## config.mk

```make
export PLATFORM = sky130hd
export DESIGN_NAME = bsk_prm_seq
export DESIGN_NICKNAME = d
export VERILOG_FILES = /design/src/rtl/bsk_prm_pkg.sv /design/src/rtl/bsk_bus_cycle.sv /design/src/rtl/bsk_prm_seq.sv
export SDC_FILE = /design/constraint.sdc
export NUM_CORES = 1
export LEC_CHECK = 0
export BUFFER_PORTS_ARGS = -buffer_cell sky130_fd_sc_hd__buf_2
export CAP_MARGIN = 20
export CORE_AREA = 2 2 77 94
export CTS_CLUSTER_SIZE = 25
export DETAILED_ROUTE_END_ITERATION = 8
export DIE_AREA = 0 0 79 96
export PLACE_DENSITY_LB_ADDON = 0.08
export SYNTH_ARGS = -nofsm -noshare
export SYNTH_HDL_FRONTEND = slang
export SYNTH_SLANG_ARGS = --single-unit
```

## constraint.sdc

```tcl
create_clock -name iClk -period 2.55 [get_ports iClk]
set_input_delay 0.765 -clock iClk [delete_from_list [all_inputs] [get_ports iClk]]
set_output_delay 0.765 -clock iClk [all_outputs]
set_load 0.03 [all_outputs]
```

## src/rtl/bsk_prm_pkg.sv

```systemverilog
// Shared types and constants for the BskPRM host-side sequencer.
// Latency: n/a (definitions only).
// Backpressure: n/a (definitions only).
package bsk_prm_pkg;

    // Slave handshake values
    localparam logic [7:0] PASSWORD   = 8'hA6;
    localparam logic [7:0] ENABLE_KEY = 8'hE1;

    // Bus phase lengths in clocks, each 1..15
    localparam int T_SETUP  = 2;
    localparam int T_STROBE = 4;
    localparam int T_HOLD   = 2;

    // Enable attempts before giving up
    localparam logic [1:0] MAX_RETRY = 2'd3;

    // Register map of the slave
    localparam logic [1:0] ADDR_TEST   = 2'b00;
    localparam logic [1:0] ADDR_CMD_LO = 2'b00;
    localparam logic [1:0] ADDR_CMD_HI = 2'b01;
    localparam logic [1:0] ADDR_IND    = 2'b10;
    localparam logic [1:0] ADDR_CTRL   = 2'b11;

    // Phase counter reload values (counts down to zero)
    localparam logic [3:0] CNT_SETUP  = 4'(T_SETUP - 1);
    localparam logic [3:0] CNT_STROBE = 4'(T_STROBE - 1);
    localparam logic [3:0] CNT_HOLD   = 4'(T_HOLD - 1);

    typedef enum logic [2:0] {
        ST_ENABLE,
        ST_CHECK,
        ST_IDLE,
        ST_CMD_LO,
        ST_CMD_HI,
        ST_IND,
        ST_FAULT
    } state_t;

    typedef enum logic [1:0] {
        PH_IDLE,
        PH_SETUP,
        PH_STROBE,
        PH_HOLD
    } phase_t;

endpackage

```

## src/rtl/bsk_bus_cycle.sv

```systemverilog
// Single PRM bus transaction engine: SETUP, STROBE, HOLD phases with CS/address/data held throughout.
// Latency: T_SETUP+T_STROBE+T_HOLD clocks per transaction; done is high during the last HOLD clock.
// Backpressure: start is taken when idle or when done is high, giving back-to-back cycles with no gap.
module bsk_bus_cycle
    import bsk_prm_pkg::*;
(
    input  logic        iClk,
    input  logic        iRes,
    input  logic        i_start,
    input  logic        i_rnw,
    input  logic [1:0]  i_addr,
    input  logic [15:0] i_wdata,
    input  logic [15:0] i_rd_d,
    output logic        o_done,
    output logic        o_idle,
    output logic [15:0] o_rdata,
    output logic        o_cs_n,
    output logic [1:0]  o_a,
    output logic        o_wr_n,
    output logic        o_rd_n,
    output logic [15:0] o_d,
    output logic        o_doe
);

    phase_t      r_phase;
    logic [3:0]  r_cnt;
    logic        r_rnw;
    logic [1:0]  r_addr;
    logic [15:0] r_wdata;
    logic [15:0] r_rdata;

    assign o_idle  = (r_phase == PH_IDLE);
    assign o_done  = (r_phase == PH_HOLD) && (r_cnt == 4'd0);
    assign o_rdata = r_rdata;

    // Pins decode straight from registered phase state, so reset clears them on the next edge
    assign o_cs_n = (r_phase == PH_IDLE);
    assign o_a    = r_addr;
    assign o_wr_n = !((r_phase == PH_STROBE) && !r_rnw);
    assign o_rd_n = !((r_phase == PH_STROBE) && r_rnw);
    assign o_d    = r_wdata;
    assign o_doe  = (r_phase != PH_IDLE) && !r_rnw;

    // Phase sequencer; read data is captured on the edge that closes the last STROBE clock
    always_ff @(posedge iClk) begin
        if (iRes) begin
            r_phase <= PH_IDLE;
            r_cnt   <= 4'd0;
            r_rnw   <= 1'b0;
            r_addr  <= 2'b00;
            r_wdata <= 16'h0000;
            r_rdata <= 16'h0000;
        end else if (i_start && (o_idle || o_done)) begin
            r_phase <= PH_SETUP;
            r_cnt   <= CNT_SETUP;
            r_rnw   <= i_rnw;
            r_addr  <= i_addr;
            if (!i_rnw) begin
                r_wdata <= i_wdata;
            end
        end else begin
            case (r_phase)
                PH_SETUP: begin
                    if (r_cnt == 4'd0) begin
                        r_phase <= PH_STROBE;
                        r_cnt   <= CNT_STROBE;
                    end else begin
                        r_cnt <= r_cnt - 4'd1;
                    end
                end
                PH_STROBE: begin
                    if (r_cnt == 4'd0) begin
                        r_phase <= PH_HOLD;
                        r_cnt   <= CNT_HOLD;
                        if (r_rnw) begin
                            r_rdata <= i_rd_d;
                        end
                    end else begin
                        r_cnt <= r_cnt - 4'd1;
                    end
                end
                PH_HOLD: begin
                    if (r_cnt == 4'd0) begin
                        r_phase <= PH_IDLE;
                    end else begin
                        r_cnt <= r_cnt - 4'd1;
                    end
                end
                default: begin
                    r_phase <= PH_IDLE;
                end
            endcase
        end
    end

endmodule

```

## src/rtl/bsk_prm_seq.sv

```systemverilog
// Host sequencer for the BskPRM slave: unlock, then write each command as byte/complement pairs plus indication word.
// Latency: accept edge to oDone pulse is 3N+1 clocks (N = setup+strobe+hold); oCmdReady returns the clock after oDone.
// Backpressure: oCmdReady only in IDLE; define BSK_PRM_SEQ_READBACK_EN to add the unlock read-back check, oErr and FAULT.
module bsk_prm_seq
    import bsk_prm_pkg::*;
(
    input  logic        iClk,
    input  logic        iRes,
    input  logic        iCmdValid,
    output logic        oCmdReady,
    input  logic [15:0] iCmd,
    input  logic [15:0] iInd,
    output logic        oDone,
    output logic        oBusy,
    output logic        oErr,
    output logic        oCS,
    output logic [1:0]  oA,
    output logic        oWr,
    output logic        oRd,
    output logic [15:0] oD,
    output logic        oDOe,
    input  logic [15:0] iD
);

    state_t      r_state;
    state_t      w_next;
    logic [15:0] r_cmd;
    logic [15:0] r_ind;
    logic        r_done;

    logic        w_req;
    logic        w_start;
    logic        w_rnw;
    logic [1:0]  w_addr;
    logic [15:0] w_wdata;
    logic        w_eng_done;
    logic        w_eng_idle;
    logic [15:0] w_rdata;
    logic        w_accept;

    // Ready is held off for the oDone cycle so the two never overlap
    assign oCmdReady = (r_state == ST_IDLE) && !r_done;
    assign w_accept  = iCmdValid && oCmdReady;
    assign oBusy     = (r_state != ST_IDLE);
    assign oDone     = r_done;

`ifdef BSK_PRM_SEQ_READBACK_EN
    logic       w_pass;
    logic [1:0] r_retry;
    logic       r_err;

    assign w_pass = (w_rdata[15:8] == PASSWORD) && !w_rdata[0];
    assign oErr   = r_err;

    // Sticky error and retry count, both updated when a CHECK read fails
    always_ff @(posedge iClk) begin
        if (iRes) begin
            r_retry <= 2'd0;
            r_err   <= 1'b0;
        end else if ((r_state == ST_CHECK) && w_eng_done && !w_pass) begin
            r_retry <= r_retry + 2'd1;
            r_err   <= 1'b1;
        end
    end
`else
    logic w_unused_rdata;

    assign w_unused_rdata = ^w_rdata;
    assign oErr           = 1'b0;
`endif

    // Next-state logic; every bus state advances when its transaction finishes
    always_comb begin
        w_next = r_state;
        case (r_state)
            ST_ENABLE: begin
                if (w_eng_done) begin
`ifdef BSK_PRM_SEQ_READBACK_EN
                    w_next = ST_CHECK;
`else
                    w_next = ST_IDLE;
`endif
                end
            end
            ST_CHECK: begin
`ifdef BSK_PRM_SEQ_READBACK_EN
                if (w_eng_done) begin
                    if (w_pass) begin
                        w_next = ST_IDLE;
                    end else if (r_retry == MAX_RETRY - 2'd1) begin
                        w_next = ST_FAULT;
                    end else begin
                        w_next = ST_ENABLE;
                    end
                end
`else
                w_next = ST_ENABLE;
`endif
            end
            ST_IDLE:   if (w_accept)   w_next = ST_CMD_LO;
            ST_CMD_LO: if (w_eng_done) w_next = ST_CMD_HI;
            ST_CMD_HI: if (w_eng_done) w_next = ST_IND;
            ST_IND:    if (w_eng_done) w_next = ST_IDLE;
            ST_FAULT:  w_next = ST_FAULT;
            default:   w_next = ST_ENABLE;
        endcase
    end

    // Transaction request for the upcoming state; issued on the finishing clock of the previous
    // cycle (zero gap) or, on first entry, once the state register has caught up
    always_comb begin
        w_req   = 1'b0;
        w_rnw   = 1'b0;
        w_addr  = ADDR_CTRL;
        w_wdata = 16'h0000;
        case (w_next)
            ST_ENABLE: begin
                w_req   = 1'b1;
                w_addr  = ADDR_CTRL;
                w_wdata = {8'h00, ENABLE_KEY};
            end
            ST_CHECK: begin
                w_req  = 1'b1;
                w_rnw  = 1'b1;
                w_addr = ADDR_CTRL;
            end
            ST_CMD_LO: begin
                w_req   = 1'b1;
                w_addr  = ADDR_CMD_LO;
                w_wdata = {~r_cmd[7:0], r_cmd[7:0]};
            end
            ST_CMD_HI: begin
                w_req   = 1'b1;
                w_addr  = ADDR_CMD_HI;
                w_wdata = {~r_cmd[15:8], r_cmd[15:8]};
            end
            ST_IND: begin
                w_req   = 1'b1;
                w_addr  = ADDR_IND;
                w_wdata = r_ind;
            end
            default: begin
                w_req = 1'b0;
            end
        endcase
        w_start = w_req && (w_eng_done || ((w_next == r_state) && w_eng_idle));
    end

    // State register, command latches and the completion pulse
    always_ff @(posedge iClk) begin
        if (iRes) begin
            r_state <= ST_ENABLE;
            r_cmd   <= 16'h0000;
            r_ind   <= 16'h0000;
            r_done  <= 1'b0;
        end else begin
            r_state <= w_next;
            r_done  <= (r_state == ST_IND) && w_eng_done;
            if (w_accept) begin
                r_cmd <= iCmd;
                r_ind <= iInd;
            end
        end
    end

    bsk_bus_cycle u_bus (
        .iClk    (iClk),
        .iRes    (iRes),
        .i_start (w_start),
        .i_rnw   (w_rnw),
        .i_addr  (w_addr),
        .i_wdata (w_wdata),
        .i_rd_d  (iD),
        .o_done  (w_eng_done),
        .o_idle  (w_eng_idle),
        .o_rdata (w_rdata),
        .o_cs_n  (oCS),
        .o_a     (oA),
        .o_wr_n  (oWr),
        .o_rd_n  (oRd),
        .o_d     (oD),
        .o_doe   (oDOe)
    );

endmodule

```

-- Yosys cells after proc, flatten, opt, wreduce, memory -nomap -nowiden
Cells that the tools add are included.
- bits in registers: 61
- reductions and logical operators: 31
- multiplexer cells: 19
- add/sub/neg operators: 1
- eq/ne operators: 22
- bitwise operators: 3
- operators by type and width (kind ; number):
    $pmux 16 s4 ; 1
    $not 8->8 ; 2
    $eq 3x3->1 const B ; 5
    $pmux 3 s5 ; 1
    $mux 3 ; 4
    $mux 4 ; 3
    $pmux 2 s3 ; 2
    $pmux 4 s3 ; 1
    $logic_and 1x1->1 ; 10
    $eq 3x2->1 const B ; 3
    $ne 3x3->1 const B ; 3
    $logic_not 3->1 ; 2
    $mux 2 ; 3
    $ne 2x2->1 const B ; 3
    $reduce_and 2->1 ; 3
    $reduce_and 3->1 ; 2
    $reduce_or 5->1 ; 1
    $eq 2x2->1 const B ; 2
    $logic_not 1->1 ; 4
    $logic_not 4->1 ; 1
    $mux 1 ; 4
    $reduce_bool 4->1 ; 1
    $reduce_or 2->1 ; 2
    $sub 4x1->4 const B ; 1
    11 further kinds ; 12

-- Depth between registers and ports, before layout
Gate-level depths: netlist (run 1).
- depth in word-level cells: 12
- depth in mapped cells: 9
- gate-level depth less buffers: 7

-- Hierarchy
From an unflattened synthesis (run 1), not the netlist that was laid out.
- cell total of the unflattened synthesis: 444
- area, all modules: 3935.0 µm²
- modules (own cells, without submodules) (module ; cells an instance ; instances ; area an instance (µm²)):
    bsk_prm_seq ; 257 ; 1 ; 2070.7
    bsk_bus_cycle ; 187 ; 1 ; 1864.3

-- Worst setup path before layout (run 1)
Ideal clock, no wire load.
- path type: register -> output
- from: reg r_state[0]
- to: out oCmdReady
- stages on the path, launching flop included: 5
- required time: 1785 ps
- buffers on the path: 2
- path slack: 247 ps
- arrival time: 1538 ps
- cells stage by stage: dfxtp_1 -> clkbuf_1 -> or3b_1 -> clkbuf_1 -> nor2_1
- cells in the longest elaborated chain, start to end: 2
- ends and longest elaborated chain (element ; line ; text):
    start, declared ; bsk_prm_seq.sv:25 ; state_t r_state;
    start signal, assigned ; bsk_prm_seq.sv:157 ; r_state <= w_next;
    $eq 3x2->1 ; bsk_prm_seq.sv:42 ; assign oCmdReady = (r_state == ST_IDLE) && !r_done;
    $logic_and 1x1->1 ; bsk_prm_seq.sv:42 ;
    end, declared ; bsk_prm_seq.sv:10 ; output logic oCmdReady,
Every way passes these cells.

-- Worst setup path in the final report (run 1)
Same ends and word-level chain as after synthesis.

==> metrics.cfg, run 1 <==
[placed_design]
dp_hpwl_um = 5650
io_buffers = 59
gp_congestion = 0.897
dp_cells = 498

[pwr]
peakVddDrop_mv = 0.515
power_density_nw_per_um2 = 1010
power_leakage_nw = 1.42

[setup_path]
crit_buf_inv = 1
reg2reg_depth = 9
critPathMaxStageDelay_ns = 0.51
required_ns = 1.79
critPathTopFamily = simple AND/OR/NAND/NOR gates
critical_path.startpoint_type = flop
end_kind = output port
crit_fanout = 10
r2r-end = u_bus.o_d[6]
rr_startpoint = u_bus.r_cnt[0]
ff2ff_setup_slack_ns = 0.27
critPathKind = flop to output port
cp.arrival_ns = 1.55
critPathSlowestCell = or3b_1
path_cells = or3b_1 -> nor2_1 -> buf_2

[finish]
fill_cells = 691
drive_gt1_share_pct = 25.8
diodes = 0
fin_cells = 514
area_growth_pct = 22.6
final_nets = 479

[synthesis]
synth_edf_count = 0
netlist_area_um2 = 2920
netlist_instances = 363
yosys_most_used_dff = dfxtp_1
async_reset_ff_share_pct = 0
seq_area_frac_synth_pct = 41.8
avgSynthCellArea_um2 = 8.05
synth.distinct_cells = 49
syn_nets = 420
ys.warnings.count = 0
ys_ff_latch = 61

[die]
dieArea_um2 = 7580
die_w_um = 79
die_h_um = 96
rows = 33
start_util_pct = 43.7
coreArea_um2 = 6690
pin_count = 77

[timing]
fin_hold_ws_ns = 0.460
worst_pin_slew_ns = 0.619
setup_violations = 0
fmax_mhz = 432
period_share_pct = 90.9
slew_headroom_pct = 58.5
timing.final.crit_period_ns = 2.32
rsz0062_at_grt = false
fin_skew_ns = 0.00933
final_hold_viol_count = 0
fin_setup_tns_ns = 0
slew_viol_final = 0

[min_path]
hold_path_end = r_ind[2]
min_path_cells = 2
holdCritStartpoint = r_ind[2]
hold_class = flop to flop

[clocking]
cts_root_buf = clkbuf_8
h-tree-depth = 3
hold_buffers = 0
post_cts_buffers = 0
numCtsBuffers = 9
clk_path_buf_depth = 2
cts.sinks = 61
clk_pin_slew_ns = 0.07
cts_tree = built
clkLatencyLatePin_ns = 0.34

[detailed_routing]
drt_iter0_markers = 137
viasPerCell = 5.44
avgRoutedWirePerCell_um = 14.7
drt-pass1-iter-count = 4
antenna_left = 0
drc = 0
num_vias = 2795
wl_um = 7560

[global_route]
grt_overflow = 0
first_global_vias = 2576
grt_pass1_wl_um = 12700
grt_max_degree = 33
grtUsageTotal_pct = 21.4
grt_antenna_before_repair = 0

[run]
cap_violations = 0

[outcome]
status = finished clean

worst max-delay path by stage:
stage | to | cells after the start | slack, ns | startpoint
2_1_floorplan | oCmdReady | 4 | 0.25 | r_state[0]
3_3_place_gp | u_bus.o_d[9] | 8 | 0.28 | u_bus.r_cnt[0]
3_5_place_dp | u_bus.o_a[1] | 7 | 0.20 | iCmdValid
4_1_cts | u_bus.o_a[1] | 9 | 0.16 | u_bus.r_cnt[0]
5_1_grt | u_bus.o_d[6] | 9 | 0.03 | u_bus.r_cnt[0]
6_report | oCmdReady | 3 | 0.23 | r_state[0]
worst register-to-register path, stage by stage (launching register included):
cell and delay, ns:
dfxtp_1 0.33, inv_1 0.10, ha_1 0.22, nor4bb_4 0.29
buf_4 0.22, buf_4 0.17, a21oi_1 0.07, a2bb2oi_1 0.15
a2111oi_0 0.50, o22a_1 0.18
cell type report:
class | instances | area [µm²] | area share (%)
Sequential cell | 61 | 1220 | 34.1
Tap cell | 87 | 109 | 3.04
Clock inverter | 7 | 73.8 | 2.06
Timing Repair Buffer | 80 | 465 | 13.0
Multi-Input combinational cell | 262 | 1560 | 43.5
Inverter | 8 | 30.0 | 0.838
Clock buffer | 9 | 124 | 3.46
stage by stage:
step	util (%)	setup slack, ns	instance area (µm²)	power, mW
after detailed placement	50.5	0.196	3380	2.80
after CTS	53.5	0.163	3580	3.67
final	53.6	0.233	3580	3.63
after floorplan	-	0.247	2920	2.33
after global routing	53.6	0.0282	3580	3.90
after global placement	50.5	0.282	3380	2.78
power breakdown:
part | switching (mW) | total, mW | internal (mW)
Combinational | 0.936 | 1.53 | 0.598
Clock | 0.402 | 0.856 | 0.454
Sequential | 0.124 | 1.24 | 1.12
Total | 1.46 | 3.63 | 2.17
flip-flops by register name, summed over array words and instances, names as in the netlist:
signal / count
u_bus.r_rnw: 1
u_bus.o_d: 16
u_bus.r_cnt: 4
r_cmd: 16
r_state: 3
u_bus.r_phase: 2
oDone: 1
r_ind: 16
u_bus.o_a: 2
routing by layer:
layer / GRT usage, % / up-vias / wire length, µm
met2: 34.4 / 86 / 3520
met4: 9.63 / 0 / 172
met1: 28.0 / 1281 / 3380
li1: - / 1415 / -
met5: 0 / - / 0
met3: 4.13 / 13 / 481
cell families (layout without fill, tap and decap cells):
logic type	Yosys count	after routing	synth area share, %
compound gates	102	102	23.8
mux	2	2	0.685
fa+ha+maj	6	6	2.57
other cells	1	1	0.128
xor+xnor	1	1	0.300
simple gates	150	150	25.0
buf+inv	40	104	5.69
flops	61	61	41.8
cells in the mapped netlist, drive strengths merged (5+ instances only):
cell type / instances / share of area (%)
buf: 6 / 1.3
nor4: 9 / 1.9
a21oi: 39 / 6.8
o21ai: 9 / 1.5
or2: 5 / 1.1
nand2b: 6 / 1.3
nor2: 16 / 2.1
inv: 8 / 1.0
clkbuf: 26 / 3.3
dfxtp: 61 / 42
a31oi: 11 / 2.4
a22o: 14 / 4.2
o221ai: 8 / 2.4
nand2: 79 / 10
ha: 6 / 2.6
nor3: 8 / 1.4
layout by cell type (no fill, tap or decap), types with 3 or more instances in the layout:
cell,netlist,final
nor2_1,15,14
buf_4,2,20
o21ai_0,9,9
and3_1,4,4
a22o_1,14,14
a21oi_1,38,38
nand3_1,4,4
nor2b_1,3,3
a211oi_1,3,3
dfxtp_1,61,61
nor3_1,8,8
o22ai_1,3,3
nand2_1,79,79
buf_2,1,59
nand2b_1,6,6
o221ai_1,8,8
nor4_1,9,9
nand4_1,4,4
a31oi_1,11,11
inv_1,8,8
a221o_1,4,4
clkbuf_8,0,9
or2_2,5,5
ha_1,6,6
repair_timing:
action	in CTS	in global routing
setup endpoints to repair	0	1
hold endpoints to repair	0	0
resized for setup	0	2
Power figures use the tool's default switching activity.
==> inputs of run 2 (changes only) <==
ABC_AREA = 1   (was unset)
CORE_AREA = 2 2 78 94   (was 2 2 77 94)
DIE_AREA = 0 0 80 96   (was 0 0 79 96)
==> run 2 against run 1 <==
Net effect:
- worst hold slack worse by 0.0099 ns
- cell area is 0.56% higher
- sequential power shrank 9%
- critical endpoint is now u_bus.r_phase[1]
- largest power group is now registers
==> metrics.cfg, run 2 <==
[outcome]
status = finished clean

[detailed_routing]
viasPerCell = 4.79  ; -12%
antenna_left = 0  ; unchanged
wl_um = 6710  ; -11%
drt-pass1-iter-count = 4  ; unchanged
num_vias = 2690  ; -3.8%
drc = 0  ; unchanged
drt_iter0_markers = 55  ; -60%
avgRoutedWirePerCell_um = 11.9  ; -19%

[timing]
period_share_pct = 88.5  ; -2.4 points
fin_setup_tns_ns = 0  ; unchanged
timing.final.crit_period_ns = 2.26  ; -0.0604 ns
fmax_mhz = 443  ; +2.7%
rsz0062_at_grt = false
final_hold_viol_count = 0  ; unchanged
fin_skew_ns = 0.00628  ; -0.00305 ns
setup_violations = 0  ; unchanged
fin_hold_ws_ns = 0.450  ; -0.00990 ns
slew_viol_final = 0  ; unchanged
fin_ws_ns = 0.293  ; +0.0604 ns

[synthesis]
yosys.area.top_type = dfxtp_1
ys.warnings.count = 0  ; unchanged
synth_edf_count = 0  ; unchanged
netlist_area_um2 = 2960  ; +1.3%
seq_area_frac_synth_pct = 41.2  ; -0.55 points
yosysMostFrequentCell = nand2_1
yosys_most_used_dff = dfxtp_1
async_reset_ff_share_pct = 0  ; unchanged
ys_ff_latch = 61  ; unchanged
synth_top_area_share_pct = 41.2  ; -0.55 points
synthTopCellsByArea = dfxtp_1 41%, nand2_1 11%, nand3_1 8.3%, a21oi_1 5.6%, o21ai_0 5.6%
netlist_top_cells_count = 88 x nand2_1, 61 x dfxtp_1, 49 x nand3_1
synth.distinct_cells = 31  ; -37%
netlist_instances = 408  ; +12%
syn_nets = 465  ; +11%
avgSynthCellArea_um2 = 7.26  ; -9.8%

[clocking]
cts_tree = built
clkLatencyLatePin_ns = 0.34  ; about the same
h-tree-depth = 3  ; unchanged
clk_path_buf_depth = 2  ; unchanged
clk_pin_slew_ns = 0.07  ; about the same
numCtsBuffers = 9  ; unchanged
cts_root_buf = clkbuf_8
hold_buffers = 0  ; unchanged
cts.sinks = 61  ; unchanged

[min_path]
hold_class = flop to flop

[finish]
diodes = 0  ; unchanged
fill_cells = 719  ; +4.1%
drive_gt1_share_pct = 24.4  ; -1.3 points
layout_commonest_cell = nand2_1
area_growth_pct = 21.6
multi_input_area_um2 = 1470  ; -5.7%
fin_cells = 562  ; +9.3%
layout_common_cells = 87 x nand2_1, 61 x dfxtp_1, 59 x buf_2, 49 x nand3_1, 41 x inv_1
final_nets = 527  ; +10%
regArea_um2 = 1220  ; unchanged

[pwr]
power_leakage_nw = 1.54  ; +8.4%
power_density_nw_per_um2 = 874  ; -14%
peakVddDrop_mv = 0.519  ; +0.73%

[setup_path]
end_kind = flop
crit_fanout = 20  ; +10
critical_path.startpoint_type = flop
cp.arrival_ns = 2.49  ; +0.94 ns
required_ns = 2.78  ; +0.99 ns
critPathKind = flop to flop

[placed_design]
io_buffers = 59  ; unchanged
dp_hpwl_um = 5120  ; -9.5%
gp_congestion = 0.834  ; -6.9%
dp_cells = 545  ; +9.4%
place_ws_ns = 0.195  ; -0.00116 ns

[run]
cap_violations = 0  ; unchanged

[die]
rows = 33  ; unchanged
die_w_um = 80  ; +1.3%
pin_count = 77  ; unchanged
start_util_pct = 43.7  ; about the same
coreArea_um2 = 6770  ; +1.2%
die_h_um = 96  ; unchanged
dieArea_um2 = 7680  ; +1.3%

[global_route]
grt_pass1_wl_um = 11400  ; -10%
grt_overflow = 0  ; unchanged
grt_antenna_before_repair = 0  ; unchanged
grtUsageTotal_pct = 19.3  ; -2.1 points
grt_max_degree = 51  ; +55%
first_global_vias = 2475  ; -3.9%

[run 2: changes by cell type after synthesis, moves of 9 or more]
cell / before / now
a22o_1: 14 / 0
a31oi_1: 11 / 0
clkbuf_1: 26 / 15
inv_1: 8 / 41
nand2_1: 79 / 88
nand3_1: 4 / 49
nor2_1: 15 / 32
o21ai_0: 9 / 33
[run 2: final cells by class]
cell class	instances	area share, %
clock inverter	4	1.95
timing repair buffer	72	11.3
multi-input combinational	281	40.8
tap	87	3.02
sequential	61	33.9
clock buffer	12	4.31
inverter	45	4.76
[run 2: repair_timing]
item | in CTS | in global routing
resized for setup | 0 | 2
endpoints found under the setup margin | 0 | 11
setup buffers | 0 | 1
[run 2: final timing paths]
path,endpoint,startpoint,slack [ns],cells past startpoint
hold / removal,r_ind[5],r_ind[5],0.45,2
hold reg to reg,r_ind[5],r_ind[5],0.45,2
setup reg to reg,u_bus.r_phase[1],u_bus.r_cnt[0],0.29,12
setup / recovery,u_bus.r_phase[1],u_bus.r_cnt[0],0.29,12
[run 2: metal layers]
| layer | global-route usage [%] | vias to the layer above | share of wire (%) |
|---|---|---|---|
| li1 | - | 1446 | - |
| met1 | 25.7 | 1179 | 51 |
| met2 | 30.8 | 56 | 44 |
| met3 | 4.60 | 9 | 4.1 |
| met4 | 6.36 | 0 | 1.4 |
| met5 | 0 | - | 0 |
[run 2: metrics by stage]
step / power (mW) / util (%) / instance area [µm²]
floorplan: 1.97 / - / 2960
detailed placement: 2.21 / 49.4 / 3350
global route: 3.37 / 53.2 / 3600
global placement: 2.19 / 49.4 / 3350
CTS: 3.18 / 52.8 / 3570
finish: 3.15 / 53.2 / 3600
[run 2: kinds of logic (layout without fill, tap and decap cells)]
kind of cell	Yosys count	in the layout	share of synthesized area (%)
flops	61	61	41.2
other cells	1	1	0.127
simple gates	199	199	33.2
compound gates	75	75	13.4
fa+ha+maj	6	6	2.53
buf+inv	66	133	9.46
[run 2: power by group]
group | leakage [nW] | total, mW | switching, mW | internal, mW
registers | 0.494 | 1.13 | 0.0680 | 1.06
clock network | 0.116 | 0.964 | 0.363 | 0.601
logic | 0.927 | 1.05 | 0.722 | 0.328
total | 1.54 | 3.15 | 1.15 | 1.99
[run 2: worst max-delay path, cell delays in order (launching register included)]
cell,delay (ns)
dfxtp_1,0.33
inv_1,0.10
ha_1,0.26
nand3_4,0.16
buf_4,0.20
nand2_8,0.07
nand2_8,0.11
nor2_4,0.15
nand3_4,0.14
nand2_4,0.10
nand2_2,0.24
nand2_2,0.22
nor2_1,0.06
==> inputs of run 3 (changes only) <==
RECOVER_POWER = 100   (was unset)
SLEW_MARGIN = 20   (was unset)
==> run 3 against run 2 <==
Net effect:
- routed wire length up 1.6%
- clock-buffer cell count unchanged
- flip-flop and latch count unchanged
- via count about the same
- worst hold slack worse by 0.00051 ns
- cell area down 1.6%
- maximum frequency down 0.73%
- total power down 0.87%
- combinational power about the same
- critical path type is now flop to output port
- critical endpoint is now oCmdReady
- largest power group unchanged
==> metrics.cfg, run 3 (same netlist as run 2, synthesis figures left out) <==
[die]
pin_count = 77  ; unchanged
die_w_um = 80  ; unchanged
coreArea_um2 = 6770  ; unchanged
start_util_pct = 43.7  ; unchanged
rows = 33  ; unchanged
dieArea_um2 = 7680  ; unchanged
die_h_um = 96  ; unchanged

[detailed_routing]
drc = 0  ; unchanged
antenna_left = 0  ; unchanged
num_vias = 2688  ; -0.074%
viasPerCell = 4.78  ; about the same
drt-pass1-iter-count = 4  ; unchanged
avgRoutedWirePerCell_um = 12.1  ; +1.6%
drt_iter0_markers = 67  ; +22%
wl_um = 6820  ; +1.6%

[clocking]
clk_path_buf_depth = 2  ; unchanged
hold_buffers = 0  ; unchanged
h-tree-depth = 3  ; unchanged
clkLatencyLatePin_ns = 0.34  ; about the same
numCtsBuffers = 9  ; unchanged
cts.sinks = 61  ; unchanged
clk_pin_slew_ns = 0.06  ; about the same
cts_root_buf = clkbuf_8
cts_tree = built

[setup_path]
cp.arrival_ns = 1.51  ; -0.98 ns
cp_common_cell = nor2_1
end_kind = output port
path_cells = inv_2 -> nor2_1 -> nand2_1 -> nor2_1 -> clkbuf_2
critPathMaxStageDelay_ns = 0.38  ; +0.05 ns
crit_fanout = 4  ; -80%
critical_path.startpoint_type = flop
critPathKind = flop to output port
required_ns = 1.79  ; -0.99 ns
critPathSlowestCell = dfxtp_1

[finish]
layout_commonest_cell = nand2_1
layout_common_cells = 87 x nand2_1, 61 x dfxtp_1, 49 x nand3_1, 41 x inv_1, 35 x o21ai_0
fin_cells = 562  ; unchanged
drive_gt1_share_pct = 18.5  ; -5.9 points
area_growth_pct = 19.7
fill_cells = 732  ; +1.8%
final_nets = 527  ; unchanged
diodes = 0  ; unchanged

[timing]
fin_skew_ns = 0.00650  ; +0.000220 ns
period_share_pct = 89.2  ; +0.65 points
setup_violations = 0  ; unchanged
worst_pin_slew_ns = 0.845
rsz0062_at_grt = false
slew_viol_final = 0  ; unchanged
fin_ws_ns = 0.276  ; -0.0166 ns
final_hold_viol_count = 0  ; unchanged
timing.final.crit_period_ns = 2.27  ; +0.0166 ns
fmax_mhz = 440  ; -0.73%
fin_setup_tns_ns = 0  ; unchanged
slew_headroom_pct = 43.6

[placed_design]
io_buffers = 59  ; unchanged
place_ws_ns = 0.195  ; unchanged
dp_hpwl_um = 5120  ; unchanged
dp_cells = 545  ; unchanged
gp_congestion = 0.834  ; unchanged

[pwr]
internal_power_mw = 1.97  ; -1.3%
switching_share_pct = 36.9  ; +0.25 points
pwr-share-seq_pct = 36.4  ; +0.4 points
peakVddDrop_mv = 0.488  ; -6.0%
switching_power_mw = 1.15  ; -0.19%
clkPwrFrac_pct = 30.9  ; +0.3 points
comb_power_share_pct = 32.7  ; -0.7 points
power_density_nw_per_um2 = 880  ; +0.74%
power_leakage_nw = 1.45  ; -5.9%

[outcome]
status = finished clean

[global_route]
grt_pass1_wl_um = 11400  ; unchanged
grt_overflow = 0  ; unchanged
grt_max_degree = 51  ; unchanged
first_global_vias = 2475  ; unchanged
grtUsageTotal_pct = 19.3  ; unchanged
grt_antenna_before_repair = 0  ; unchanged

[run]
cap_violations = 0  ; unchanged

[min_path]
hold_class = flop to flop

run 3: cell types whose count changed in the layout (fill, tap and decap cells not counted):
cell,delta
buf_2,-25
clkbuf_1,+25
buf_4,-2
clkbuf_2,+2
o21ai_0,+2
o21ai_1,-2
a21oi_1,+1
a21oi_2,-1
nand4_1,+1
nand4_4,-1
nor2_1,+1
nor2_2,-1
run 3: worst max-delay path, delay by kind of cell (launching register included):
family | cells | cell delay, ns
buffers and inverters | 2 | 0.31
DFF | 1 | 0.38
and+or+nand+nor | 3 | 0.49
run 3: final timing paths:
kind                        from          end  slack [ns]  depth (start not counted)
setup / recovery      r_state[1]    oCmdReady        0.28                          5
hold / removal          r_ind[5]     r_ind[5]        0.45                          2
setup reg to reg  u_bus.r_cnt[0]  u_bus.r_rnw        0.28                         12
hold reg to reg         r_ind[5]     r_ind[5]        0.45                          2
run 3: per-layer routing:
metal	part of all wire (%)	global-route usage (%)
met1	50	25.7
met5	0	0
met3	4.7	4.60
met2	44	30.8
met4	1.4	6.36
run 3: cell type report:
type | count | area, µm² | area share (%)
Multi-Input combinational cell | 281 | 1450 | 40.9
Sequential cell | 61 | 1220 | 34.5
Timing Repair Buffer | 72 | 369 | 10.4
Inverter | 45 | 171 | 4.84
Clock buffer | 12 | 155 | 4.38
Tap cell | 87 | 109 | 3.07
Clock inverter | 4 | 70.1 | 1.98
run 3: stage by stage:
step	total power, mW	instance area (µm²)	hold slack, ns	util (%)
after floorplan	1.97	2960	0.425	-
after global placement	2.19	3350	0.437	49.4
after detailed placement	2.21	3350	0.443	49.4
after CTS	3.18	3570	0.455	52.8
after global routing	3.34	3540	0.481	52.3
final	3.12	3540	0.450	52.3
run 3: what timing repair did:
action | in CTS | in global routing
buffers inserted | 0 | 1
endpoints found under the setup margin | 0 | 11
gates resized for setup | 0 | 2
run 3: power groups by stage:
stage | clock [mW] | sequential, mW | combinational [mW]
after global placement | 0 | 1.15 | 1.04
after detailed placement | 0 | 1.15 | 1.06
after CTS | 0.988 | 1.13 | 1.06
final | 0.964 | 1.13 | 1.02
after floorplan | 0 | 1.23 | 0.737
after global routing | 1.02 | 1.15 | 1.17
